`src/rtl/axi4_lite_slv_reg_file_if.sv`:
```
// AXI4-Lite channel bundle; the master drives requests and the slave drives ready/response.
interface axi4_lite_if #(
    parameter int unsigned ADDR_BIT_WIDTH = 32,
    parameter int unsigned DATA_BIT_WIDTH = 32
);
    localparam int unsigned STRB_W = DATA_BIT_WIDTH / 8;

    logic [ADDR_BIT_WIDTH-1:0] awaddr;
    logic [2:0]                awprot;
    logic                      awvalid;
    logic                      awready;
    logic [DATA_BIT_WIDTH-1:0] wdata;
    logic [STRB_W-1:0]         wstrb;
    logic                      wvalid;
    logic                      wready;
    logic [1:0]                bresp;
    logic                      bvalid;
    logic                      bready;
    logic [ADDR_BIT_WIDTH-1:0] araddr;
    logic [2:0]                arprot;
    logic                      arvalid;
    logic                      arready;
    logic [DATA_BIT_WIDTH-1:0] rdata;
    logic [1:0]                rresp;
    logic                      rvalid;
    logic                      rready;

    modport mst_port (
        output awaddr, awprot, awvalid, wdata, wstrb, wvalid, bready,
        output araddr, arprot, arvalid, rready,
        input  awready, wready, bresp, bvalid, arready, rdata, rresp, rvalid
    );

    modport slv_port (
        input  awaddr, awprot, awvalid, wdata, wstrb, wvalid, bready,
        input  araddr, arprot, arvalid, rready,
        output awready, wready, bresp, bvalid, arready, rdata, rresp, rvalid
    );
endinterface

```
`src/rtl/axi4_lite_slv_reg_file.sv`:
```
// AXI4-Lite register file: NUM_REGS word registers with byte strobes, independent AW/W
// holding registers, one write and one read in flight, and per-register write pulses.
module axi4_lite_slv_reg_file #(
    parameter int unsigned ADDR_BIT_WIDTH = 32,
    parameter int unsigned DATA_BIT_WIDTH = 32,
    parameter int unsigned NUM_REGS       = 8
) (
    input  logic                               clk,
    input  logic                               rst_n,
    axi4_lite_if.slv_port                      axi,
    output logic [NUM_REGS*DATA_BIT_WIDTH-1:0] reg_q,
    output logic [NUM_REGS-1:0]                reg_wr_pulse
);
    localparam int unsigned STRB_W      = DATA_BIT_WIDTH / 8;
    localparam int unsigned LSB         = $clog2(STRB_W);
    localparam int unsigned IDX_W       = (NUM_REGS > 1) ? $clog2(NUM_REGS) : 1;
    localparam logic [1:0]  RESP_OKAY   = 2'b00;
    localparam logic [1:0]  RESP_SLVERR = 2'b10;

    logic                              aw_held_q, aw_held_d;
    logic [ADDR_BIT_WIDTH-1:0]         awaddr_q, awaddr_d;
    logic                              w_held_q, w_held_d;
    logic [DATA_BIT_WIDTH-1:0]         wdata_q, wdata_d;
    logic [STRB_W-1:0]                 wstrb_q, wstrb_d;
    logic                              awready_q, awready_d;
    logic                              wready_q, wready_d;
    logic                              arready_q, arready_d;
    logic                              bvalid_q, bvalid_d;
    logic [1:0]                        bresp_q, bresp_d;
    logic                              rvalid_q, rvalid_d;
    logic [DATA_BIT_WIDTH-1:0]         rdata_q, rdata_d;
    logic [1:0]                        rresp_q, rresp_d;
    logic [NUM_REGS*DATA_BIT_WIDTH-1:0] reg_d;
    logic [NUM_REGS-1:0]               wr_pulse_d;

    logic                              aw_hs_c, w_hs_c, ar_hs_c, commit_c;
    logic                              wr_in_range_c, rd_in_range_c;
    logic [IDX_W-1:0]                  wr_idx_c, rd_idx_c;
    logic [DATA_BIT_WIDTH-1:0]         rd_word_c;
    logic                              unused_prot;

    // Any bit set at or above the word index range makes the access out of range.
    function automatic logic addr_in_range(input logic [ADDR_BIT_WIDTH-1:0] addr);
        return (addr >> LSB) < ADDR_BIT_WIDTH'(NUM_REGS);
    endfunction

    function automatic logic [IDX_W-1:0] addr_index(input logic [ADDR_BIT_WIDTH-1:0] addr);
        return IDX_W'(addr >> LSB);
    endfunction

    assign unused_prot = ^{axi.awprot, axi.arprot};

    assign aw_hs_c       = axi.awvalid && awready_q;
    assign w_hs_c        = axi.wvalid && wready_q;
    assign ar_hs_c       = axi.arvalid && arready_q;
    assign commit_c      = aw_held_q && w_held_q && (!bvalid_q || axi.bready);
    assign wr_in_range_c = addr_in_range(awaddr_q);
    assign wr_idx_c      = addr_index(awaddr_q);
    assign rd_in_range_c = addr_in_range(axi.araddr);
    assign rd_idx_c      = addr_index(axi.araddr);

    // Write path: capture AW/W independently, commit once both are held and B is free.
    always_comb begin
        aw_held_d  = aw_held_q;
        awaddr_d   = awaddr_q;
        w_held_d   = w_held_q;
        wdata_d    = wdata_q;
        wstrb_d    = wstrb_q;
        bvalid_d   = bvalid_q;
        bresp_d    = bresp_q;
        reg_d      = reg_q;
        wr_pulse_d = '0;

        if (aw_hs_c) begin
            aw_held_d = 1'b1;
            awaddr_d  = axi.awaddr;
        end
        if (w_hs_c) begin
            w_held_d = 1'b1;
            wdata_d  = axi.wdata;
            wstrb_d  = axi.wstrb;
        end
        if (bvalid_q && axi.bready) begin
            bvalid_d = 1'b0;
        end
        if (commit_c) begin
            aw_held_d = 1'b0;
            w_held_d  = 1'b0;
            bvalid_d  = 1'b1;
            bresp_d   = wr_in_range_c ? RESP_OKAY : RESP_SLVERR;
            for (int unsigned i = 0; i < NUM_REGS; i++) begin
                if (wr_in_range_c && (wr_idx_c == IDX_W'(i))) begin
                    wr_pulse_d[i] = 1'b1;
                    for (int unsigned b = 0; b < STRB_W; b++) begin
                        if (wstrb_q[b]) begin
                            reg_d[i*DATA_BIT_WIDTH + b*8 +: 8] = wdata_q[b*8 +: 8];
                        end
                    end
                end
            end
        end

        awready_d = !aw_held_d;
        wready_d  = !w_held_d;
    end

    // Read path: sample the addressed register on the AR handshake, hold until R handshake.
    always_comb begin
        rd_word_c = '0;
        rvalid_d  = rvalid_q;
        rdata_d   = rdata_q;
        rresp_d   = rresp_q;

        for (int unsigned i = 0; i < NUM_REGS; i++) begin
            if (rd_in_range_c && (rd_idx_c == IDX_W'(i))) begin
                rd_word_c = reg_q[i*DATA_BIT_WIDTH +: DATA_BIT_WIDTH];
            end
        end

        if (rvalid_q && axi.rready) begin
            rvalid_d = 1'b0;
        end
        if (ar_hs_c) begin
            rvalid_d = 1'b1;
            rdata_d  = rd_word_c;
            rresp_d  = rd_in_range_c ? RESP_OKAY : RESP_SLVERR;
        end

        arready_d = !rvalid_d;
    end

    always_ff @(posedge clk or negedge rst_n) begin
        if (!rst_n) begin
            aw_held_q    <= 1'b0;
            awaddr_q     <= '0;
            w_held_q     <= 1'b0;
            wdata_q      <= '0;
            wstrb_q      <= '0;
            awready_q    <= 1'b0;
            wready_q     <= 1'b0;
            arready_q    <= 1'b0;
            bvalid_q     <= 1'b0;
            bresp_q      <= RESP_OKAY;
            rvalid_q     <= 1'b0;
            rdata_q      <= '0;
            rresp_q      <= RESP_OKAY;
            reg_q        <= '0;
            reg_wr_pulse <= '0;
        end else begin
            aw_held_q    <= aw_held_d;
            awaddr_q     <= awaddr_d;
            w_held_q     <= w_held_d;
            wdata_q      <= wdata_d;
            wstrb_q      <= wstrb_d;
            awready_q    <= awready_d;
            wready_q     <= wready_d;
            arready_q    <= arready_d;
            bvalid_q     <= bvalid_d;
            bresp_q      <= bresp_d;
            rvalid_q     <= rvalid_d;
            rdata_q      <= rdata_d;
            rresp_q      <= rresp_d;
            reg_q        <= reg_d;
            reg_wr_pulse <= wr_pulse_d;
        end
    end

    assign axi.awready = awready_q;
    assign axi.wready  = wready_q;
    assign axi.bvalid  = bvalid_q;
    assign axi.bresp   = bresp_q;
    assign axi.arready = arready_q;
    assign axi.rvalid  = rvalid_q;
    assign axi.rdata   = rdata_q;
    assign axi.rresp   = rresp_q;
endmodule

```
`src/flat_wrapper.sv`:
```
// flat-port wrapper written by rule: the top's interface ports become plain ports
module axi4_lite_slv_reg_file_flat 
#(
    parameter int unsigned ADDR_BIT_WIDTH = 32,
    parameter int unsigned DATA_BIT_WIDTH = 32,
    parameter int unsigned NUM_REGS       = 8
)
  (clk, rst_n, reg_q, reg_wr_pulse, axi_awaddr, axi_awprot, axi_awvalid, axi_wdata, axi_wstrb, axi_wvalid, axi_bready, axi_araddr, axi_arprot, axi_arvalid, axi_rready, axi_awready, axi_wready, axi_bresp, axi_bvalid, axi_arready, axi_rdata, axi_rresp, axi_rvalid);
  axi4_lite_if #(.ADDR_BIT_WIDTH(ADDR_BIT_WIDTH), .DATA_BIT_WIDTH(DATA_BIT_WIDTH)) axi_i ();
  input  logic clk;
  input  logic rst_n;
  output logic [NUM_REGS*DATA_BIT_WIDTH-1:0] reg_q;
  output logic [NUM_REGS-1:0] reg_wr_pulse;
  input wire logic [$bits(axi_i.awaddr)-1:0] axi_awaddr;
  input wire logic [$bits(axi_i.awprot)-1:0] axi_awprot;
  input wire logic [$bits(axi_i.awvalid)-1:0] axi_awvalid;
  input wire logic [$bits(axi_i.wdata)-1:0] axi_wdata;
  input wire logic [$bits(axi_i.wstrb)-1:0] axi_wstrb;
  input wire logic [$bits(axi_i.wvalid)-1:0] axi_wvalid;
  input wire logic [$bits(axi_i.bready)-1:0] axi_bready;
  input wire logic [$bits(axi_i.araddr)-1:0] axi_araddr;
  input wire logic [$bits(axi_i.arprot)-1:0] axi_arprot;
  input wire logic [$bits(axi_i.arvalid)-1:0] axi_arvalid;
  input wire logic [$bits(axi_i.rready)-1:0] axi_rready;
  output wire logic [$bits(axi_i.awready)-1:0] axi_awready;
  output wire logic [$bits(axi_i.wready)-1:0] axi_wready;
  output wire logic [$bits(axi_i.bresp)-1:0] axi_bresp;
  output wire logic [$bits(axi_i.bvalid)-1:0] axi_bvalid;
  output wire logic [$bits(axi_i.arready)-1:0] axi_arready;
  output wire logic [$bits(axi_i.rdata)-1:0] axi_rdata;
  output wire logic [$bits(axi_i.rresp)-1:0] axi_rresp;
  output wire logic [$bits(axi_i.rvalid)-1:0] axi_rvalid;
  assign axi_i.awaddr = axi_awaddr;
  assign axi_i.awprot = axi_awprot;
  assign axi_i.awvalid = axi_awvalid;
  assign axi_i.wdata = axi_wdata;
  assign axi_i.wstrb = axi_wstrb;
  assign axi_i.wvalid = axi_wvalid;
  assign axi_i.bready = axi_bready;
  assign axi_i.araddr = axi_araddr;
  assign axi_i.arprot = axi_arprot;
  assign axi_i.arvalid = axi_arvalid;
  assign axi_i.rready = axi_rready;
  assign axi_awready = axi_i.awready;
  assign axi_wready = axi_i.wready;
  assign axi_bresp = axi_i.bresp;
  assign axi_bvalid = axi_i.bvalid;
  assign axi_arready = axi_i.arready;
  assign axi_rdata = axi_i.rdata;
  assign axi_rresp = axi_i.rresp;
  assign axi_rvalid = axi_i.rvalid;
  axi4_lite_slv_reg_file #(.ADDR_BIT_WIDTH(ADDR_BIT_WIDTH), .DATA_BIT_WIDTH(DATA_BIT_WIDTH), .NUM_REGS(NUM_REGS)) u_core (.clk(clk), .rst_n(rst_n), .axi(axi_i), .reg_q(reg_q), .reg_wr_pulse(reg_wr_pulse));
endmodule
```
`config.mk`:
```
export PLATFORM = sky130hd
export DESIGN_NAME = axi4_lite_slv_reg_file_flat
export DESIGN_NICKNAME = d
export VERILOG_FILES = /design/src/rtl/axi4_lite_slv_reg_file_if.sv /design/src/rtl/axi4_lite_slv_reg_file.sv /design/src/flat_wrapper.sv
export SDC_FILE = /design/constraint.sdc
export NUM_CORES = 1
export LEC_CHECK = 0
export CORE_MARGIN = 1.5
export CORE_UTILIZATION = 65
export CTS_CLUSTER_SIZE = 8
export DETAILED_ROUTE_END_ITERATION = 10
export DONT_BUFFER_PORTS = 1
export PLACE_DENSITY_LB_ADDON = 0.12
export SETUP_SLACK_MARGIN = 0.1
export SYNTH_ARGS = -nofsm -noshare
export SYNTH_HDL_FRONTEND = slang
export SYNTH_SLANG_ARGS = --single-unit
```
`constraint.sdc`:
```
create_clock -name clk -period 5.8 [get_ports clk]
set_input_delay 0.87 -clock clk [delete_from_list [all_inputs] [get_ports clk]]
set_output_delay 0.87 -clock clk [all_outputs]
set_load 0.01 [all_outputs]
```
# Yosys cells after proc, flatten, opt, wreduce, memory -nomap -nowiden
# Index checks and enable logic that the tools add are counted.
dict set report totals {
  ff_bits 375
  output_inout_bits 305
  wordCells 152
}
dict set report classes {
  order_cmp 2
  n_eq_ne 14
  mux 27
  reduce_logical 63
}
# cell n
set ops {}
lappend ops {{$mux W32} 8}
lappend ops {{$reduce_and A3 Y1} 32}
lappend ops {{$lt A30 B4 Y1 const B} 2}
lappend ops {{$eq A3 B3 Y1 const B} 8}
lappend ops {{$logic_and A1 B1 Y1} 23}
lappend ops {{$mux W1} 16}
lappend ops {{$eq A3 B2 Y1 const B} 4}
lappend ops {{$mux W8} 1}
lappend ops {{$eq A3 B1 Y1 const B} 2}
lappend ops {{$logic_not A3 Y1} 2}
lappend ops {{$logic_not A1 Y1} 4}
lappend ops {{$mux W2} 2}
lappend ops {{$reduce_bool A2 Y1} 1}
lappend ops {{$logic_or A1 B1 Y1} 1}

# Logic depth before layout (Yosys ltp)
# Gate-level depths: netlist of the first run.
dict set report depth {
  word_depth 10
  ltp_mapped 7
  mapped_depth_nobuf 4
}

# Worst setup path before layout of the first run
# Ideal clock, no wire load.
dict set report synth_timing {
  kind {input to register}
  startpoint {in axi_bready}
  endpoint {reg u_core.reg_q[0]}
  setup_time_ns 0.125
  arrival_time_ns 2.610
  slack_ns 3.065
  path_stages 5
  path_buffers 1
  cell_sequence {nand2b_1 -> or4b_2 -> buf_6 -> nor4_4 -> mux2_2}
}
dict set report synth_via {
  elab_chain_cells 3
}
# element line
set synth_rtl {}
lappend synth_rtl {{start: declaration} flat_wrapper.sv:20} ;# input wire logic [$bits(axi_i.bready)-1:0] axi_bready;
lappend synth_rtl {{$logic_or A1 B1 Y1} axi4_lite_slv_reg_file.sv:56} ;# assign commit_c = aw_held_q && w_held_q && (!bvalid_q || axi.bready);
lappend synth_rtl {{$logic_and A1 B1 Y1} axi4_lite_slv_reg_file.sv:56}
lappend synth_rtl {{$reduce_and A3 Y1 (no line)} -}
lappend synth_rtl {{end signal: assignment} axi4_lite_slv_reg_file.sv:163} ;# reg_q <= reg_d;
lappend synth_rtl {{end: declaration} axi4_lite_slv_reg_file.sv:11} ;# output logic [NUM_REGS*DATA_BIT_WIDTH-1:0] reg_q,
# Every way passes these cells.
# A chain may end at the register's enable or synchronous reset.

# Worst setup path after layout of the first run
dict set report layout_timing {
  startpoint {reg u_core.awaddr_q[18]}
  endpoint {reg u_core.reg_q[124]}
}
dict set report layout_via {
  elab_chain_cells 3
}
# element line
set layout_rtl {}
lappend layout_rtl {{start: declaration} axi4_lite_slv_reg_file.sv:21} ;# logic [ADDR_BIT_WIDTH-1:0] awaddr_q, awaddr_d;
lappend layout_rtl {{start signal: assignment} axi4_lite_slv_reg_file.sv:151} ;# awaddr_q <= awaddr_d;
lappend layout_rtl {{$lt A30 B4 Y1} axi4_lite_slv_reg_file.sv:44} ;# return (addr >> LSB) < ADDR_BIT_WIDTH'(NUM_REGS);
lappend layout_rtl {{$logic_and A1 B1 Y1} axi4_lite_slv_reg_file.sv:92} ;# if (wr_in_range_c && (wr_idx_c == IDX_W'(i))) begin
lappend layout_rtl {{$reduce_and A3 Y1 (no line)} -}
# Every way passes these cells.

==> results of run 1 <==
-- layer usage --
layer	vias up	GRT usage, %	share of wire [%]
li1	4112	-	-
met4	0	14.5	4.0
met5	-	0	0
met3	117	12.8	11
met1	5069	41.8	37
met2	442	53.4	48
-- placed cells by master, fill, tap and decap left out, types with 2 or more instances in the layout --
cell type,synthesis,routed
nor2b_1,25,25
diode_2,0,6
o21ai_0,36,36
inv_1,5,5
mux4_2,34,34
nand2_1,72,71
a2111oi_0,24,24
mux2_2,325,325
o31ai_1,24,24
dfrtp_1,371,371
conb_1,1,2
nor4_1,12,12
and2_1,4,3
clkbuf_16,0,53
or2_2,2,2
o31a_1,3,3
buf_4,5,10
nor4_2,3,3
mux2i_1,38,38
nand4b_1,2,2
a221oi_1,3,3
nor3_1,13,13
nand4_1,5,5
nor4_4,29,29
inv_6,0,2
nand2b_1,4,4
-- worst reg2reg max path: stages, from the launching register on --
cell,delay (ns)
dfrtp_1,0.37
nor4_1,0.50
nand3_4,0.80
nor4_4,1.14
mux2_2,0.42
-- cell families (layout without fill, tap and decap cells) --
logic type | Yosys count | count (layout) | synth area share (%)
buffers and inverters | 63 | 73 | 1.68
muxes | 397 | 397 | 29.4
AOI/OAI and AO/OA | 91 | 91 | 3.86
and+or+nand+nor | 175 | 175 | 8.31
other | 1 | 8 | 0.0229
DFF | 371 | 371 | 56.8
-- power by group --
group          internal [mW]  switching [mW]
Combinational          0.283           0.324
Sequential              2.85           0.361
Clock                   1.60            1.02
-- per-stage QoR --
| step | instance area (sq um) | power (mW) |
|---|---|---|
| CTS | 18000 | 6.46 |
| global placement | 16600 | 3.81 |
| detailed placement | 16600 | 3.84 |
| floorplan | 16400 | 3.65 |
| finish | 18000 | 6.44 |
| global route | 18000 | 6.68 |
-- path summary, 6_finish.rpt --
path / start / endpoint / slack, ns / cells after the start
worst max-delay path: u_core.awaddr_q[18]$_DFFE_PN0P_ / u_core.reg_q[124]$_DFFE_PN0P_ / 2.46 / 4
worst min-delay path: rst_n / u_core.awaddr_q[8]$_DFFE_PN0P_ / 0.03 / 0
worst max register to register: u_core.awaddr_q[18]$_DFFE_PN0P_ / u_core.reg_q[124]$_DFFE_PN0P_ / 2.46 / 4
worst min register to register: u_core.awaddr_q[19]$_DFFE_PN0P_ / u_core.awaddr_q[19]$_DFFE_PN0P_ / 0.51 / 1
max in group asynchronous: rst_n / u_core.reg_q[240]$_DFFE_PN0P_ / 5.08 / 0
min in group clk: axi_awaddr[4] / u_core.awaddr_q[4]$_DFFE_PN0P_ / 0.44 / 2
-- flip-flops by register name (all words and copies together) (netlist names), 4 cells and up --
register	flops
u_core.reg_q	256
u_core.wstrb_q	4
u_core.axi.rdata	32
u_core.reg_wr_pulse	8
u_core.awaddr_q	30
u_core.wdata_q	32
-- area by class of cell --
| cell class | count | area share [%] |
|---|---|---|
| Antenna cell | 6 | 0.0835 |
| Timing Repair Buffer | 10 | 0.417 |
| Clock inverter | 3 | 0.125 |
| Multi-Input combinational cell | 665 | 37.9 |
| Clock buffer | 54 | 7.45 |
| Inverter | 6 | 0.125 |
| Tap cell | 324 | 2.25 |
| Sequential cell | 371 | 51.6 |
==> run_results.csv, run 1 <==
group,metric,value,unit
global_routing,grt_pass1_vias,10300,
synth,ys_top_cells_by_area,"dfrtp_1, mux2_2, mux4_2, nor4_4, mux2i_1",
power,p_leak,8.47,nW
power,peakVddDrop,422,uV
clock_tree,clk_pin_slew,0.05,ns
clock_tree,root_buffer,"clkbuf_16",
status,outcome,"finished, final reports clean",
timing,finalSetupTns,0,ns
worst_setup_path,arrival,3.77,ns
global_routing,grt_max_degree,372,
cells_and_area,final_core_util,73.3,%
floorplan,dieWidth,162,um
clock_tree,numCtsBuffers,52,
worst_setup_path,worst-path-buf-inv,0,
worst_setup_path,critPathMaxFanout,33,
clock_tree,clk-insertion-delay-late,0.55,ns
clock_tree,h-tree-depth,2,
placed_design,place_congestion,0.821,
detailed_routing,post-route-drc-count,0,
global_routing,track_usage,33.8,%
synth,synthDistinctLibCells,33,
synth,syn_area_per_cell,14.9,sq um
worst_setup_path,worstPathCellList,"nor4_1, nand3_4, nor4_4, mux2_2",
detailed_routing,avgRoutedWirePerCell,30.1,um
synth,syn_inst,1098,
timing,max_freq,299,MHz
detailed_routing,avgViaCountPerCell,6.77,
worst_setup_path,critPathKind,"reg -> reg",
global_routing,grt_pass1_wl,65400,um
cells_and_area,fillCellCount,1586,
worst_setup_path,critical_path.max_stage_delay,1.08,ns
timing,rsz0062_at_grt,"false",
clock_tree,post_cts_buffers,0,
min_path,hp-class,"in -> async",
floorplan,fp-row-count,57,
synth,synth_top_area_share,56.8,%
worst_setup_path,critPathTopFamily,"simple AND/OR/NAND/NOR gates",
synth,yosysTopAreaCell,"dfrtp_1",
timing,hold_viol_final,0,
cells_and_area,seqCellArea,9280,sq um
cells_and_area,layout.nets,1219,
detailed_routing,wl,43300,um
global_routing,overflow,0,
clock_tree,cts_resized,0,
placed_design,portBuffers,0,
clock_tree,postCtsHoldBufs,0,
synth,yosysSeqAreaShare,56.8,%
clock_tree,clk_path_buf_depth,3,
cells_and_area,drive_gt1_share,41.9,%
worst_setup_path,required,6.22,ns
synth,synth_edf_count,0,
synth,yosysWarnings,0,
clock_tree,cts_tree,"done",
floorplan,core_area,24500,sq um
timing,finalCriticalPeriod,3.34,ns
synth,synth_most_common_cell,"dfrtp_1",
detailed_routing,drt_pre_antenna_iters,4,
flow_run,maxCapViolCount,0,
clock_tree,cts_sinks,371,
detailed_routing,dr.first_iter.drc_count,609,
timing,slew_violations,0,
synth,synth_common_cells,"dfrtp_1, mux2_2, nand2_1",
timing,hold_ws,0.0271,ns
placed_design,dp_hpwl,27300,um
synth,synth_area,16400,sq um
floorplan,die_h,162,um
timing,fin_ws,2.46,ns
timing,fin_skew,0.0143,ns
placed_design,place_inst,1376,
floorplan,pin_count,418,
worst_setup_path,cp-end-kind,"flip-flop",
worst_setup_path,slowest_stage,"nor4_4",
synth,synthArstFlopShare,100,%
cells_and_area,instances_no_fill,1439,
timing,period_share,57.7,%
timing,finalSetupViolations,0,
synth,synthFlopType,"dfrtp_1",
timing,timing.slew.headroom,28.0,%
floorplan,start_util,66.7,%
placed_design,dp_slack,2.23,ns
worst_setup_path,crit_path_start_kind,"flip-flop",
synth,ys_seq_elements,371,
cells_and_area,area_growth_syn_to_layout,9.99,%
global_routing,antenna_found_initial,6,
timing,worst_pin_slew,1.07,ns
cells_and_area,multi_input_area,6830,sq um
floorplan,dieArea,26100,sq um
detailed_routing,antenna_left,0,
detailed_routing,vias,9740,
power,power_density,358,nW/um^2
Power figures use the tool's default switching activity.
==> inputs of run 2 (changes only) <==
--- a/config.mk
+++ b/config.mk
@@ -6,7 +6,7 @@
 export NUM_CORES = 1
 export LEC_CHECK = 0
 export CORE_MARGIN = 1.5
-export CORE_UTILIZATION = 65
+export CORE_UTILIZATION = 64
 export CTS_CLUSTER_SIZE = 8
 export DETAILED_ROUTE_END_ITERATION = 10
 export DONT_BUFFER_PORTS = 1
==> constraint.sdc (replaced) <==
create_clock -name clk -period 3.3 [get_ports clk]
set_input_delay 0.495 -clock clk [delete_from_list [all_inputs] [get_ports clk]]
set_output_delay 0.495 -clock clk [all_outputs]
set_load 0.01 [all_outputs]
==> run 2 against run 1 <==
  * The flow now finishes with violations (hold timing)
  * Global-route usage down 0.79 points
  * Combinational power up 85%
  * Sequential share of layout area down 0.71 points
  * Non-clock buffer count up 30
  * Clock skew up 0.0064 ns
  * Register-to-register slack worse by 2.0 ns
  * Setup slack worse by 2.0 ns
  * Total power up 77%
  * First-iteration DRC count up 8.7%
  * Die area up 1.5%
  * Sequential cell count unchanged
  * Largest cell class unchanged
==> run_results.csv, run 2 (same netlist as run 1, synthesis figures left out) <==
group,metric,value,unit
timing,slew_violations,0,
placed_design,portBuffers,0,
clock_tree,root_buffer,"clkbuf_16",
timing,hold_viol_final,371,
detailed_routing,avgViaCountPerCell,6.68,
worst_setup_path,critPathKind,"reg -> reg",
cells_and_area,regMostFlops,"u_core.reg_q",
timing,timing.slew.headroom,35.9,%
global_routing,grt_max_degree,372,
detailed_routing,dr.first_iter.drc_count,662,
detailed_routing,wl_met1,16300,um
timing,finalSetupTns,0,ns
detailed_routing,wl,43600,um
worst_setup_path,r2r_cells,6,
timing,finalSetupViolations,0,
clock_tree,cts_tree,"done",
global_routing,grt_pass1_wl,64600,um
clock_tree,h-tree-depth,2,
floorplan,fp-row-count,58,
placed_design,dp_hpwl,28300,um
status,violations,"hold timing",
detailed_routing,avgRoutedWirePerCell,29.6,um
clock_tree,clk_pin_slew,0.05,ns
cells_and_area,instances_no_fill,1472,
timing,hold_ws,-0.349,ns
min_path,hp-class,"in -> async",
status,outcome,"complete, but fails checks",
global_routing,overflow,0,
detailed_routing,post-route-drc-count,0,
worst_setup_path,crit_path_start,"u_core.awaddr_q[15]$_DFFE_PN0P_",
detailed_routing,vias,9836,
floorplan,dieArea,26500,sq um
floorplan,dieWidth,163,um
placed_design,place_inst,1412,
floorplan,die_h,163,um
worst_setup_path,r2r-start,"u_core.awaddr_q[15]$_DFFE_PN0P_",
floorplan,start_util,65.1,%
clock_tree,clk_path_buf_depth,3,
floorplan,pin_count,418,
global_routing,grt_pass1_vias,10400,
clock_tree,clk-insertion-delay-late,0.56,ns
power,p_leak,8.64,nW
global_routing,track_usage,33.0,%
cells_and_area,drive_gt1_share,43.3,%
floorplan,core_area,25100,sq um
timing,period_share,86.1,%
cells_and_area,area_growth_syn_to_layout,11.5,%
detailed_routing,antenna_left,0,
power,power_density,624,nW/um^2
detailed_routing,highest_layer,"met5",
clock_tree,post_cts_buffers,0,
detailed_routing,dr_wl_met3,4540,um
worst_setup_path,critPathMaxFanout,14,
clock_tree,cts_sinks,371,
timing,finalCriticalPeriod,2.84,ns
worst_setup_path,arrival,3.27,ns
worst_setup_path,required,3.73,ns
cells_and_area,layout.nets,1249,
worst_setup_path,cp-end-kind,"flip-flop",
placed_design,place_congestion,0.791,
cells_and_area,final_cell_mix,"dfrtp_1, mux2_2, nand2_1",
timing,max_freq,352,MHz
timing,fin_skew,0.0207,ns
cells_and_area,fillCellCount,1682,
timing,rsz0062_at_grt,"false",
clock_tree,numCtsBuffers,52,
timing,worst_pin_slew,0.959,ns
global_routing,antenna_found_initial,5,
power,peakVddDrop,710,uV
worst_setup_path,crit_path_start_kind,"flip-flop",
detailed_routing,drt_pre_antenna_iters,5,
cells_and_area,largest_register_ffs,256,
flow_run,maxCapViolCount,0,
cells_and_area,final_common_cell,"dfrtp_1",
detailed_routing,dr_wl_met2,21400,um
==> run 2: cell types whose count changed in the layout (fill, tap and decap cells not counted) <==
| cell | before | now |
|---|---|---|
| buf_12 | 0 | 2 |
| buf_4 | 10 | 38 |
| bufinv_16 | 0 | 1 |
| clkbuf_1 | 0 | 1 |
| clkbuf_16 | 53 | 52 |
| clkbuf_8 | 1 | 0 |
| clkinv_2 | 1 | 0 |
| clkinv_8 | 0 | 1 |
| diode_2 | 6 | 4 |
| inv_6 | 2 | 1 |
==> run 2: routing by layer <==
metal	GRT usage [%]	vias to the layer above
met5	0	-
met2	53.2	415
met1	40.2	5174
li1	-	4150
met4	12.6	2
met3	12.8	95
==> run 2: where the power goes <==
part           switching [mW]  internal (mW)
logic                   0.594          0.522
clock network            1.80           2.83
registers               0.638           5.01
total                    3.03           8.36
==> run 2: final timing paths <==
kind | endpoint | slack, ns
max | u_core.reg_q[137]$_DFFE_PN0P_ | 0.46
min | u_core.awaddr_q[6]$_DFFE_PN0P_ | -0.35
max reg2reg | u_core.reg_q[137]$_DFFE_PN0P_ | 0.46
min reg2reg | u_core.awaddr_q[8]$_DFFE_PN0P_ | 0.50
max in group asynchronous | u_core.reg_q[58]$_DFFE_PN0P_ | 3.07
min in group clk | u_core.awaddr_q[4]$_DFFE_PN0P_ | 0.08
==> run 2: area by class of cell <==
class	count	area, sq um	area share (%)
sequential	371	9280	50.9
antenna	4	10.0	0.0549
tap	330	413	2.26
clock buffer	53	1310	7.15
clock inverter	3	55.1	0.302
inverter	6	22.5	0.123
timing repair buffer	40	325	1.78
multi-input combinational	665	6830	37.4
==> run 2: per-stage QoR <==
stage               util, %  hold slack [ns]  power, mW  setup WS (ns)  cell area (sq um)
global placement       67.2            0.205       6.76          0.447              16900
CTS                    72.6           -0.371       11.4          0.425              18200
floorplan                 -            0.199       6.41          0.940              16400
finish                 72.6           -0.349       11.4          0.459              18200
detailed placement     67.2            0.205       6.81          0.413              16900
global route           72.6           -0.371       11.8          0.371              18200
==> run 2: timing repair <==
action / 4_1_cts / 5_1_grt
setup endpoints to repair: 0 / 0
endpoints found under the hold margin: 371 / 371
resized for setup: 0 / 0
==> run 2: critical path, stage by stage, from the launching register on <==
cell     delay [ns]
dfrtp_1        0.37
nor4_1         0.51
nand3_4        0.45
buf_4          0.35
nor4_4         0.47
buf_4          0.23
mux2_2         0.33
